--- src/rtl/vga_pkg.sv ---
// vga_pkg: 640x480@60 timing constants shared by the timing generator, shape generators and game logic
package vga_pkg;
  localparam int unsigned H_VISIBLE = 640;
  localparam int unsigned H_FRONT   = 16;
  localparam int unsigned H_SYNC    = 96;
  localparam int unsigned H_BACK    = 48;
  localparam int unsigned V_VISIBLE = 480;
  localparam int unsigned V_FRONT   = 10;
  localparam int unsigned V_SYNC    = 2;
  localparam int unsigned V_BACK    = 33;
  localparam logic H_SYNC_POL = 1'b0;
  localparam logic V_SYNC_POL = 1'b0;
  localparam int unsigned H_TOTAL = H_VISIBLE + H_FRONT + H_SYNC + H_BACK;
  localparam int unsigned V_TOTAL = V_VISIBLE + V_FRONT + V_SYNC + V_BACK;
  localparam int unsigned H_SYNC_START = H_VISIBLE + H_FRONT;
  localparam int unsigned H_SYNC_END   = H_SYNC_START + H_SYNC;
  localparam int unsigned V_SYNC_START = V_VISIBLE + V_FRONT;
  localparam int unsigned V_SYNC_END   = V_SYNC_START + V_SYNC;
  typedef logic [9:0] coord_t;
endpackage

--- src/rtl/vga_timing_gen_if.sv ---
// vga_timing_gen_if: raster position and sync bundle from the timing generator to pixel consumers
interface vga_timing_gen_if;
  import vga_pkg::*;
  coord_t X_pix;
  coord_t Y_pix;
  logic hsync;
  logic vsync;
  logic video_on;
  logic frame_start;
  logic vblank_start;
  modport master (output X_pix, Y_pix, hsync, vsync, video_on, frame_start, vblank_start);
  modport slave  (input  X_pix, Y_pix, hsync, vsync, video_on, frame_start, vblank_start);
endinterface

--- src/rtl/vga_axis_counter.sv ---
// vga_axis_counter: wrapping 0..TERMINAL counter with enable, exposing next value and wrap strobe
module vga_axis_counter
  import vga_pkg::*;
#(
  parameter int unsigned TERMINAL = H_TOTAL - 1
) (
  input  logic   clk,
  input  logic   reset_n,
  input  logic   en,
  output coord_t count,
  output coord_t count_next,
  output logic   wrap
);
  coord_t count_q, count_d;
  // reset parks on TERMINAL so the first enabled cycle after release lands on 0
  always_comb begin
    count_d = !reset_n ? coord_t'(TERMINAL) : !en ? count_q : (count_q == coord_t'(TERMINAL)) ? '0 : count_q + 10'd1;
  end
  // counter state
  always_ff @(posedge clk) begin
    count_q <= count_d;
  end
  assign count      = count_q;
  assign count_next = count_d;
  assign wrap       = reset_n && en && (count_q == coord_t'(TERMINAL));
endmodule

--- src/rtl/vga_timing_gen.sv ---
// vga_timing_gen: registered raster position, syncs, video enable and frame strobes on the pixel clock
module vga_timing_gen
  import vga_pkg::*;
#(
  parameter int unsigned H_VISIBLE  = vga_pkg::H_VISIBLE,
  parameter int unsigned H_FRONT    = vga_pkg::H_FRONT,
  parameter int unsigned H_SYNC     = vga_pkg::H_SYNC,
  parameter int unsigned H_BACK     = vga_pkg::H_BACK,
  parameter int unsigned V_VISIBLE  = vga_pkg::V_VISIBLE,
  parameter int unsigned V_FRONT    = vga_pkg::V_FRONT,
  parameter int unsigned V_SYNC     = vga_pkg::V_SYNC,
  parameter int unsigned V_BACK     = vga_pkg::V_BACK,
  parameter logic        H_SYNC_POL = vga_pkg::H_SYNC_POL,
  parameter logic        V_SYNC_POL = vga_pkg::V_SYNC_POL
) (
  input logic pixel_clk,
  input logic reset_n,
  vga_timing_gen_if.master vga
);
  localparam int unsigned HT  = H_VISIBLE + H_FRONT + H_SYNC + H_BACK;
  localparam int unsigned VT  = V_VISIBLE + V_FRONT + V_SYNC + V_BACK;
  localparam int unsigned HSS = H_VISIBLE + H_FRONT;
  localparam int unsigned HSE = HSS + H_SYNC;
  localparam int unsigned VSS = V_VISIBLE + V_FRONT;
  localparam int unsigned VSE = VSS + V_SYNC;
  if (HT > 1024 || VT > 1024) begin : g_bad_totals
    $error("vga_timing_gen: H_TOTAL/V_TOTAL must fit in 10 bits");
  end
  coord_t x_next, y_next;
  logic h_wrap, v_wrap;
  logic hsync_q, hsync_d, vsync_q, vsync_d, video_on_q, video_on_d;
  logic frame_start_q, frame_start_d, vblank_start_q, vblank_start_d;
  vga_axis_counter #(.TERMINAL(HT - 1)) u_h (
    .clk(pixel_clk), .reset_n(reset_n), .en(1'b1),
    .count(vga.X_pix), .count_next(x_next), .wrap(h_wrap)
  );
  vga_axis_counter #(.TERMINAL(VT - 1)) u_v (
    .clk(pixel_clk), .reset_n(reset_n), .en(h_wrap),
    .count(vga.Y_pix), .count_next(y_next), .wrap(v_wrap)
  );
  // decode from the next coordinates so every output describes the same pixel as X_pix/Y_pix
  always_comb begin
    hsync_d        = (x_next >= coord_t'(HSS) && x_next < coord_t'(HSE)) ? H_SYNC_POL : !H_SYNC_POL;
    vsync_d        = (y_next >= coord_t'(VSS) && y_next < coord_t'(VSE)) ? V_SYNC_POL : !V_SYNC_POL;
    video_on_d     = (x_next < coord_t'(H_VISIBLE)) && (y_next < coord_t'(V_VISIBLE));
    frame_start_d  = v_wrap;
    vblank_start_d = (x_next == '0) && (y_next == coord_t'(V_VISIBLE));
  end
  // output registers
  always_ff @(posedge pixel_clk) begin
    hsync_q        <= hsync_d;
    vsync_q        <= vsync_d;
    video_on_q     <= video_on_d;
    frame_start_q  <= frame_start_d;
    vblank_start_q <= vblank_start_d;
  end
  assign vga.hsync        = hsync_q;
  assign vga.vsync        = vsync_q;
  assign vga.video_on     = video_on_q;
  assign vga.frame_start  = frame_start_q;
  assign vga.vblank_start = vblank_start_q;
endmodule

--- src/flat_wrapper.sv ---
// flat-port wrapper written by rule: the top's interface ports become plain ports
module vga_timing_gen_flat import vga_pkg::*;
#(
  parameter int unsigned H_VISIBLE  = vga_pkg::H_VISIBLE,
  parameter int unsigned H_FRONT    = vga_pkg::H_FRONT,
  parameter int unsigned H_SYNC     = vga_pkg::H_SYNC,
  parameter int unsigned H_BACK     = vga_pkg::H_BACK,
  parameter int unsigned V_VISIBLE  = vga_pkg::V_VISIBLE,
  parameter int unsigned V_FRONT    = vga_pkg::V_FRONT,
  parameter int unsigned V_SYNC     = vga_pkg::V_SYNC,
  parameter int unsigned V_BACK     = vga_pkg::V_BACK,
  parameter logic        H_SYNC_POL = vga_pkg::H_SYNC_POL,
  parameter logic        V_SYNC_POL = vga_pkg::V_SYNC_POL
)
  (pixel_clk, reset_n, vga_X_pix, vga_Y_pix, vga_hsync, vga_vsync, vga_video_on, vga_frame_start, vga_vblank_start);
  vga_timing_gen_if vga_i ();
  input logic pixel_clk;
  input logic reset_n;
  output wire logic [$bits(vga_i.X_pix)-1:0] vga_X_pix;
  output wire logic [$bits(vga_i.Y_pix)-1:0] vga_Y_pix;
  output wire logic [$bits(vga_i.hsync)-1:0] vga_hsync;
  output wire logic [$bits(vga_i.vsync)-1:0] vga_vsync;
  output wire logic [$bits(vga_i.video_on)-1:0] vga_video_on;
  output wire logic [$bits(vga_i.frame_start)-1:0] vga_frame_start;
  output wire logic [$bits(vga_i.vblank_start)-1:0] vga_vblank_start;
  assign vga_X_pix = vga_i.X_pix;
  assign vga_Y_pix = vga_i.Y_pix;
  assign vga_hsync = vga_i.hsync;
  assign vga_vsync = vga_i.vsync;
  assign vga_video_on = vga_i.video_on;
  assign vga_frame_start = vga_i.frame_start;
  assign vga_vblank_start = vga_i.vblank_start;
  vga_timing_gen #(.H_VISIBLE(H_VISIBLE), .H_FRONT(H_FRONT), .H_SYNC(H_SYNC), .H_BACK(H_BACK), .V_VISIBLE(V_VISIBLE), .V_FRONT(V_FRONT), .V_SYNC(V_SYNC), .V_BACK(V_BACK), .H_SYNC_POL(H_SYNC_POL), .V_SYNC_POL(V_SYNC_POL)) u_core (.pixel_clk(pixel_clk), .reset_n(reset_n), .vga(vga_i));
endmodule
--- config.mk ---
export PLATFORM = sky130hd
export DESIGN_NAME = vga_timing_gen_flat
export DESIGN_NICKNAME = d
export VERILOG_FILES = /design/src/rtl/vga_pkg.sv /design/src/rtl/vga_timing_gen_if.sv /design/src/rtl/vga_axis_counter.sv /design/src/rtl/vga_timing_gen.sv /design/src/flat_wrapper.sv
export SDC_FILE = /design/constraint.sdc
export NUM_CORES = 1
export LEC_CHECK = 0
export CAP_MARGIN = 0
export CORE_MARGIN = 3
export CORE_UTILIZATION = 45
export DETAILED_ROUTE_END_ITERATION = 8
export PLACE_DENSITY = 0.83
export SYNTH_ARGS = -nofsm -noshare
export SYNTH_HDL_FRONTEND = slang
export SYNTH_HIERARCHICAL = 1
export SYNTH_SLANG_ARGS = --single-unit
--- constraint.sdc ---
create_clock -name pixel_clk -period 5.8 [get_ports pixel_clk]
set_input_delay 0.87 -clock pixel_clk [delete_from_list [all_inputs] [get_ports pixel_clk]]
set_output_delay 0.87 -clock pixel_clk [all_outputs]
set_load 0.02 [all_outputs]
; ---- Yosys cells after proc, flatten, opt, wreduce, memory -nomap -nowiden
; Cells that the tools add are included.
[word_totals]
out_inout_bits = 25
elab_cells = 33
reg_bits = 25
[classes]
addsub = 2
muxes = 7
reduce_logical = 8
n_lt_le_gt_ge = 6
n_eq_ne = 3
[ops]
columns = op, n
row1 = $mux W10, 5
row2 = $add A10 B1 Y10 const B, 2
row3 = $eq A10 B10 Y1 const B, 2
row4 = $lt A10 B10 Y1 const B, 2
row5 = $lt A10 B9 Y1 const B, 2
row6 = $eq A10 B9 Y1 const B, 1
row7 = $ge A10 B10 Y1 const B, 1
row8 = $ge A10 B9 Y1 const B, 1
row9 = $logic_not A10 Y1, 1
row10 = $logic_and A1 B1 Y1, 7
row11 = $mux W1, 2

; ---- Logic depth before layout (Yosys ltp)
; Gate-level depths: netlist of run 1.
[logic_depth]
word_depth = 7
depth_mapped = 12

; ---- Hierarchy
; Netlist of run 1, hierarchy kept.
[modules_own_cells]
columns = module, instances, cells_each, area_per_inst_um2
row1 = vga_axis_counter at u_core.u_h, 1, 53, 538.0
row2 = vga_axis_counter at u_core.u_v, 1, 58, 509.2
row3 = vga_timing_gen, 1, 21, 188.9

; ---- Least setup slack after synthesis of run 1
; Ideal clock, no wire load.
[synth_timing]
path_kind = reg-to-reg
start = register u_core.u_h.count_q[0], in the netlist u_core/u_h/count[0]
end = register u_core.vblank_start_q, in the netlist u_core/vga.vblank_start
slack_ns = 2.933
period_less_slack_ns = 2.867
required_ns = 5.740
setup_time_ns = 0.060
arrival_ns = 2.807
stages_incl_launch_ff = 13
path_cell_list = dfxtp_1 > ha_1 > and4_4 > nand2_2 > nor2_4 > and2_1 > buf_2 > nand3_1 > o31ai_1 > nor2_1 > nor4_1 > and4_1 > and3_1
[synth_via]
elab_chain_len = 6
elab_cells_between_ends = 10
[synth_lines]
columns = element, line
row1 = "start, declared", vga_axis_counter.sv:14  ; coord_t count_q, count_d;
row2 = "start signal, assigned", vga_axis_counter.sv:21  ; count_q <= count_d;
row3 = $eq A10 B10 Y1, vga_axis_counter.sv:25  ; assign wrap = reset_n && en && (count_q == coord_t'(TERMINAL));
row4 = $logic_and A1 B1 Y1, vga_axis_counter.sv:25
row5 = via u_core.h_wrap, vga_timing_gen.sv:30  ; logic h_wrap, v_wrap;
row6 = $mux W10 (2 in series), vga_axis_counter.sv:17  ; count_d = !reset_n ? coord_t'(TERMINAL) : !en ? count_q : (count_q == coord_t'(TERMINAL)) ? '0 : count_q + 10' ...
row7 = via u_core.y_next[1], vga_timing_gen.sv:29  ; coord_t x_next, y_next;
row8 = $eq A10 B9 Y1, vga_timing_gen.sv:47  ; vblank_start_d = (x_next == '0) && (y_next == coord_t'(V_VISIBLE));
row9 = $logic_and A1 B1 Y1, vga_timing_gen.sv:47
row10 = via u_core.vblank_start_d, vga_timing_gen.sv:32  ; logic frame_start_q, frame_start_d, vblank_start_q, vblank_start_d;
row11 = "end signal, assigned", vga_timing_gen.sv:55  ; vblank_start_q <= vblank_start_d;
row12 = "end, declared", vga_timing_gen.sv:32
; The timed path passes the listed nets, and every way through them passes these cells.

; ---- Worst setup path after layout of run 1
[layout_timing]
start = input reset_n
end = register u_core.vblank_start_q, in the netlist u_core/vga.vblank_start
[layout_via]
elab_chain_len = 5
elab_cells_between_ends = 7
[layout_lines]
columns = element, line
row1 = "start, declared", flat_wrapper.sv:18  ; input logic reset_n;
row2 = $logic_and A1 B1 Y1, vga_axis_counter.sv:25
row3 = via u_core.h_wrap, vga_timing_gen.sv:30
row4 = $mux W10 (2 in series), vga_axis_counter.sv:17
row5 = via u_core.y_next[1], vga_timing_gen.sv:29
row6 = $eq A10 B9 Y1, vga_timing_gen.sv:47
row7 = $logic_and A1 B1 Y1, vga_timing_gen.sv:47
row8 = via u_core.vblank_start_d, vga_timing_gen.sv:32
; The timed path passes the listed nets, and every way through them passes these cells.

==> metrics.txt, run 1 <==
mean post-synth cell area 9.37 um^2; initial core utilization 48.6%; RSZ-0062 raised after global routing no; crit path DAT 3.59 ns; Filler cells 211; Final Cycle Share 57.2%; Critical R2R Capture u_core/vga.vblank_start; DRT antenna net count 0; PwrDens around 260 mW/mm^2; largest family of logic cells by synthesized area simple AND/OR/NAND/NOR gates; Max Freq approximately 300 MHz; largest net degree at the start of global routing 18; final WL 2690 um; Max Cap Viol 0; CP cell instances clkdlybuf4s50_1 > and2_1 > nand3_1 > o31ai_1 > nor2_1 > nor4_1 > and4_1 > and3_1; I/O pins 27; Post-synth ARST share 0%; r2r setup slk approximately 2.7 ns; Worst Hold Path EP u_core/u_v/count[6]; clock buffer depth 2; status finished, final reports clean; CTS sink cnt 25; antenna violations before repair 0; Leak ~0.00056 uW; die height 58.4 um; DR vias/cell around 5.5; DP Cell Count 191; crit path max fanout 17; Crit path largest cell delay 0.82 ns; kind of critical path in -> reg; Slew Limit Fails 0; Slew HR 57.8%; post-synthesis register bit count 25; post-CTS sizing 0; Hold Path Origin u_core/u_v/count[6]; H-tree depth 1; Die Area 0.00341 mm^2; FF-to-FF Start u_core/u_h/count[0]; top cells by area, synth dfxtp_1 (40%), xnor2_1 (4.3%), ha_1 (3.0%), nand4_1 (3.0%), o21ai_0 (2.8%); Worst path top cell family by delay simple AND/OR/NAND/NOR gates; nets@finish around 170; clk slew on worst S/H paths 0.14 ns; Synth Cell Area 0.00124 mm^2; initial DRC count 24; post-CTS setup buffers 0; final instance count without filler cells 195; grt ovf 0; synthesized netlist cell count 132; total CTS buffers 3; post-synth top area share 40.5%; final hold vios 0; worst IR drop on VDD 266 uV; crit path time final 3.32 ns; dpl hpwl ~2100 um; measured slew at the worst slew-check pin 0.628 ns; number of global-route vias before repair 1,025; Fin Hold WS 0.575 ns; first-pass GRT wire length 4450 um; gr usage total 16.6%; # DRC 0; clock latency on the worst-skew pair 0.31 ns; Register-to-Register Path Depth 11; crit path launch type input port; Final setup viols 0; yosys warns 6; CTS tree built; drt first pass iters 4; Die Width 58.4 um; multiplexer share of the synthesized area less than 1%; port buffer count 26; root buffer cell clkbuf_4; cell taking the most area after synthesis dfxtp_1; part of the Yosys area used for sequential elements 40.5%; share of cells above drive strength 1 12.7%; HP Class reg -> reg; Wirelength per Cell 13.8 um; RD Place Congestion 0.811; distinct cell type count after synthesis 43; Adder-Cell Fraction of Synth Area 3.04%; final setup TNS 0 ns; Synth Area in XOR/XNOR 7.09%; endpoint type of the worst setup path flop; Hold Path Cell Cnt 2; # rows 18; core area 0.00254 mm^2; WP data required between 6 and 7 ns; Syn-to-layout area delta 27.3%; ANT cells 0; main flop type after synthesis dfxtp_1; Slowest-stage cell, CP clkdlybuf4s50_1; Post-synth EDFFs 0; simple logic cell fraction of the synthesized area 33.7%; Hold Buf Count CTS 0; via count roughly 1,100; Buf/Inv on CP 1; clk_skew 0.0109 ns; Synth Area in Compound Gates 12.3%
[worst max-delay path by stage]
stage,from,end,slack (ns),depth (start not counted)
after floorplan,u_core/u_h/count[0],u_core/vga.vblank_start,2.93,12
after global placement,reset_n,u_core/vga.vblank_start,2.28,8
after detailed placement,reset_n,u_core/vga.vblank_start,2.15,8
after CTS,reset_n,u_core/vga.vblank_start,2.50,8
after global routing,reset_n,u_core/vga.vblank_start,2.20,8
final,reset_n,u_core/vga.vblank_start,2.48,8
[worst min-delay path: cells and delay by family, from the launching register on]
kind	cells	cell delay, ns
DFF	1	0.37
AOI/OAI and AO/OA	2	0.17
[cell usage in the layout, fill, tap and decap left out, drive strengths merged]
cell type and n:
a21boi 2, a21o 1, a21oi 6, and2 2
and3 3, and4 2, and4b 1, clkbuf 3
clkdlybuf4s50 26, clkinvlp 1, conb 6, dfxtp 25
ha 3, inv 5, mux2i 1, nand2 11
nand2b 1, nand3 4, nand4 7, nor2 8
nor2b 1, nor3 6, nor3b 2, nor4 4
nor4b 1, o21ai 9, o21bai 2, o31ai 4
or3 3, or3b 1, or4 3, or4b 1
xnor2 6, xor2 4
[synthesized netlist by cell type, types with 4 or more instances]
library cell / instances
inv_1: 5
xor2_1: 4
nor2_1: 7
a21oi_1: 6
nor3_1: 4
xnor2_1: 6
dfxtp_1: 25
nand2_1: 9
o21ai_0: 7
nand4_1: 6
[logic make-up (layout without fill, tap and decap cells)]
| logic type | Yosys count | count (layout) |
|---|---|---|
| AO/OA/AOI/OAI | 24 | 24 |
| AND/OR/NAND/NOR | 61 | 61 |
| adder cells (fa/ha/maj) | 3 | 3 |
| buffers and inverters | 7 | 35 |
| multiplexers | 1 | 1 |
| flip-flops | 25 | 25 |
| XOR/XNOR | 10 | 10 |
| other | 1 | 6 |
[metal layers]
| metal | up-vias | track usage [%] | wire length [um] |
|---|---|---|---|
| li1 | 541 | - | - |
| met1 | 499 | 19.9 | 1210 |
| met2 | 33 | 29.2 | 1290 |
| met3 | 4 | 3.07 | 147 |
| met4 | 0 | 6.29 | 32 |
| met5 | - | 0 | 0 |
[power breakdown]
part | switching, uW | internal (uW)
clock | 50.9 | 26.3
combinational | 72.9 | 58.8
sequential | 18.1 | 187
total | 142 | 272
[stage by stage]
step / total power [uW] / setup WS [ns] / util [%] / instance area (um^2)
final: 414 / 2.48 / 61.8 / 1570
after global routing: 437 / 2.20 / 61.8 / 1570
after CTS: 418 / 2.50 / 61.8 / 1570
after detailed placement: 340 / 2.15 / 60.7 / 1540
after global placement: 338 / 2.28 / 60.7 / 1540
after floorplan: 294 / 2.93 / - / 1250
[registers in the layout, summed over array words and instances, names as in the netlist]
signal / cells
u_core/u_h/count: 10
u_core/u_v/count: 10
u_core/vga.frame_start: 1
u_core/vga.hsync: 1
u_core/vga.vblank_start: 1
u_core/vga.video_on: 1
u_core/vga.vsync: 1
[final cells by class]
class	count	area [um^2]	area share, %
clock inverter	1	7.51	0.477
timing repair buffer	26	260	16.5
sequential	25	500	31.8
clock buffer	3	22.5	1.43
tap	30	37.5	2.38
inverter	5	18.8	1.19
multi-input combinational	105	727	46.2
(Power assumes the default switching activity.)
==> run 2, diff against run 1 <==
==> constraint.sdc (replaced) <==
create_clock -name pixel_clk -period 3.1 [get_ports pixel_clk]
set_input_delay 0.465 -clock pixel_clk [delete_from_list [all_inputs] [get_ports pixel_clk]]
set_output_delay 0.465 -clock pixel_clk [all_outputs]
set_load 0.02 [all_outputs]
==> metrics.txt, run 2 (synthesis results as in run 1) <==
Syn-to-layout area delta 30.6%; PwrDens 485 mW/mm^2 (+84%); ANT cells 0 (unchanged); FF-to-FF Start u_core/u_h/count[1]; H-tree depth 1 (unchanged); initial DRC count 47 (+96%); Max Cap Viol 0 (unchanged); WP data required 3.29 ns (-2.78 ns); Leak 0.000585 uW (+4.3%); CTS tree built; final setup TNS 0 ns (unchanged); kind of critical path reg -> reg; clock latency on the worst-skew pair 0.32 ns (about the same); Final Cycle Share between 90% and 100%; drt first pass iters 4 (unchanged); Final setup viols 0 (unchanged); clock buffer depth 2 (unchanged); most frequent cells in the layout clkdlybuf4s50_1 (26), dfxtp_1 (24), nand2_1 (9); Max Freq 354 MHz; port buffer count 26 (unchanged); Hold Path Origin u_core/u_h/count[0]; final WL 2850 um (+6.0%); worst IR drop on VDD 354 uV (+33%); Hold Buf Count CTS 0 (unchanged); I/O pins 27 (unchanged); Hold Path Cell Cnt 1 (-1); total CTS buffers 3 (unchanged); number of global-route vias before repair 1,102 (+7.5%); die height 58.4 um (unchanged); crit path max fanout 6 (-11); CP cell instances ha_1 > and4_4 > nand2_2 > nor2_4 > and2_4 > nand3_1 > or4_1 > and4b_1 > nor2_2 > nand4_1; DR vias/cell 5.64 (+2.1%); antenna violations before repair 0 (unchanged); Final Util 63.4% (+1.6 points); endpoint type of the worst setup path flop; Worst setup startpoint u_core/u_h/count[1]; RSZ-0062 raised after global routing no; CTS sink cnt 25 (unchanged); final instance area 0.00161 mm^2 (+2.5%); clk slew on worst S/H paths 0.12 ns (-0.02 ns); gr usage total 18.3% (+1.7 points); grt ovf 0 (unchanged); initial core utilization 48.6% (unchanged); Slew Limit Fails 0 (unchanged); HP Class reg -> reg; first-pass GRT wire length 4900 um (+10%); crit path time final between 2 and 3 ns; core area 0.00254 mm^2 (unchanged); Wirelength per Cell 14.2 um (+3.4%); crit path DAT 3.01 ns (-0.58 ns); # rows 18 (unchanged); Register-to-Register Path Depth 10 (-1); Crit path largest cell delay 0.58 ns (-0.24 ns); Area after DPL 0.00156 mm^2 (+0.97%); root buffer cell clkbuf_4; dpl hpwl 2200 um (+3.3%); clk_skew 0.0111 ns (+0.000250 ns); Slowest-stage cell, CP or4_1; share of cells above drive strength 1 16.5% (+3.7 points); status finished, final reports clean; commonest non-fill, non-tap cell in the layout clkdlybuf4s50_1; Die Area 0.00341 mm^2 (unchanged); Die Width 58.4 um (unchanged); crit path launch type flop; DRT antenna net count 0 (unchanged); final hold vios 0 (unchanged); RD Place Congestion 0.815 (+0.51%); nets@finish 176 (+2.9%); # DRC 0 (unchanged); via count 1,128 (+4.7%); largest net degree at the start of global routing 17 (-1)
## run 2: cell types whose count changed in the layout (fill, tap and decap cells not counted), sizes merged
cell and delta:
buf +5, clkbuf +1, clkinvlp -1
## run 2: path summary, 6_finish.rpt
kind	end	slack, ns
hold / removal	u_core/u_h/count[0]	0.55
hold reg to reg	u_core/u_h/count[0]	0.55
setup reg to reg	u_core/vga.vsync	0.27
setup / recovery	u_core/vga.vsync	0.27
## run 2: final cells by class
type                       count  area, um^2
fill                         216         931
multi-input combinational    105         732
sequential                    25         502
timing repair buffer          31         298
tap                           30        37.5
clock buffer                   4        26.3
inverter                       5        18.8
## run 2: metal layers
| layer | share of wire, % | vias up | wire [um] | global-route usage (%) |
|---|---|---|---|---|
| met3 | 5.4 | 6 | 153 | 3.51 |
| li1 | - | 556 | - | - |
| met2 | 50 | 45 | 1430 | 31.7 |
| met4 | 1.9 | 0 | 54 | 7.28 |
| met5 | 0 | - | 0 | 0 |
| met1 | 43 | 521 | 1220 | 22.0 |
## run 2: worst max-delay path, delay by kind of cell (launching register included)
kind	cells	cell delay [ns]
adders and majority gates	1	0.24
and+or+nand+nor	9	2.05
DFF	1	0.40
## run 2: metrics by stage
stage                     total power (uW)  hold slack, ns  setup slack [ns]  instances
after global placement                 634           0.544             0.194        193
after CTS                              784           0.570            0.0953        197
after floorplan                        550           0.574             0.233        137
final                                  782           0.552             0.273        200
after detailed placement               638           0.553             0.115        193
after global routing                   823           0.588            0.0161        200
## run 2: timing repair
item                                    4_1_cts  5_1_grt
buffers inserted                              0        3
endpoints found under the setup margin        0        3
gates resized for setup                       0        4
endpoints found under the hold margin         0        0
## run 2: power breakdown
group          switching (uW)  internal, uW  total, uW
Sequential               36.6           350        386
Combinational             137           113        250
Clock                    95.8          50.5        146
Total                     269           513        782
==> run 3, diff against run 2 <==
--- a/config.mk
+++ b/config.mk
@@ -5,6 +5,7 @@
 export SDC_FILE = /design/constraint.sdc
 export NUM_CORES = 1
 export LEC_CHECK = 0
+export ABC_CLOCK_PERIOD_IN_PS = 3100
 export CAP_MARGIN = 0
 export CORE_MARGIN = 3
 export CORE_UTILIZATION = 45
==> results of run 3 <==
The final DEF is identical to that of run 2; final timing and power are the same.
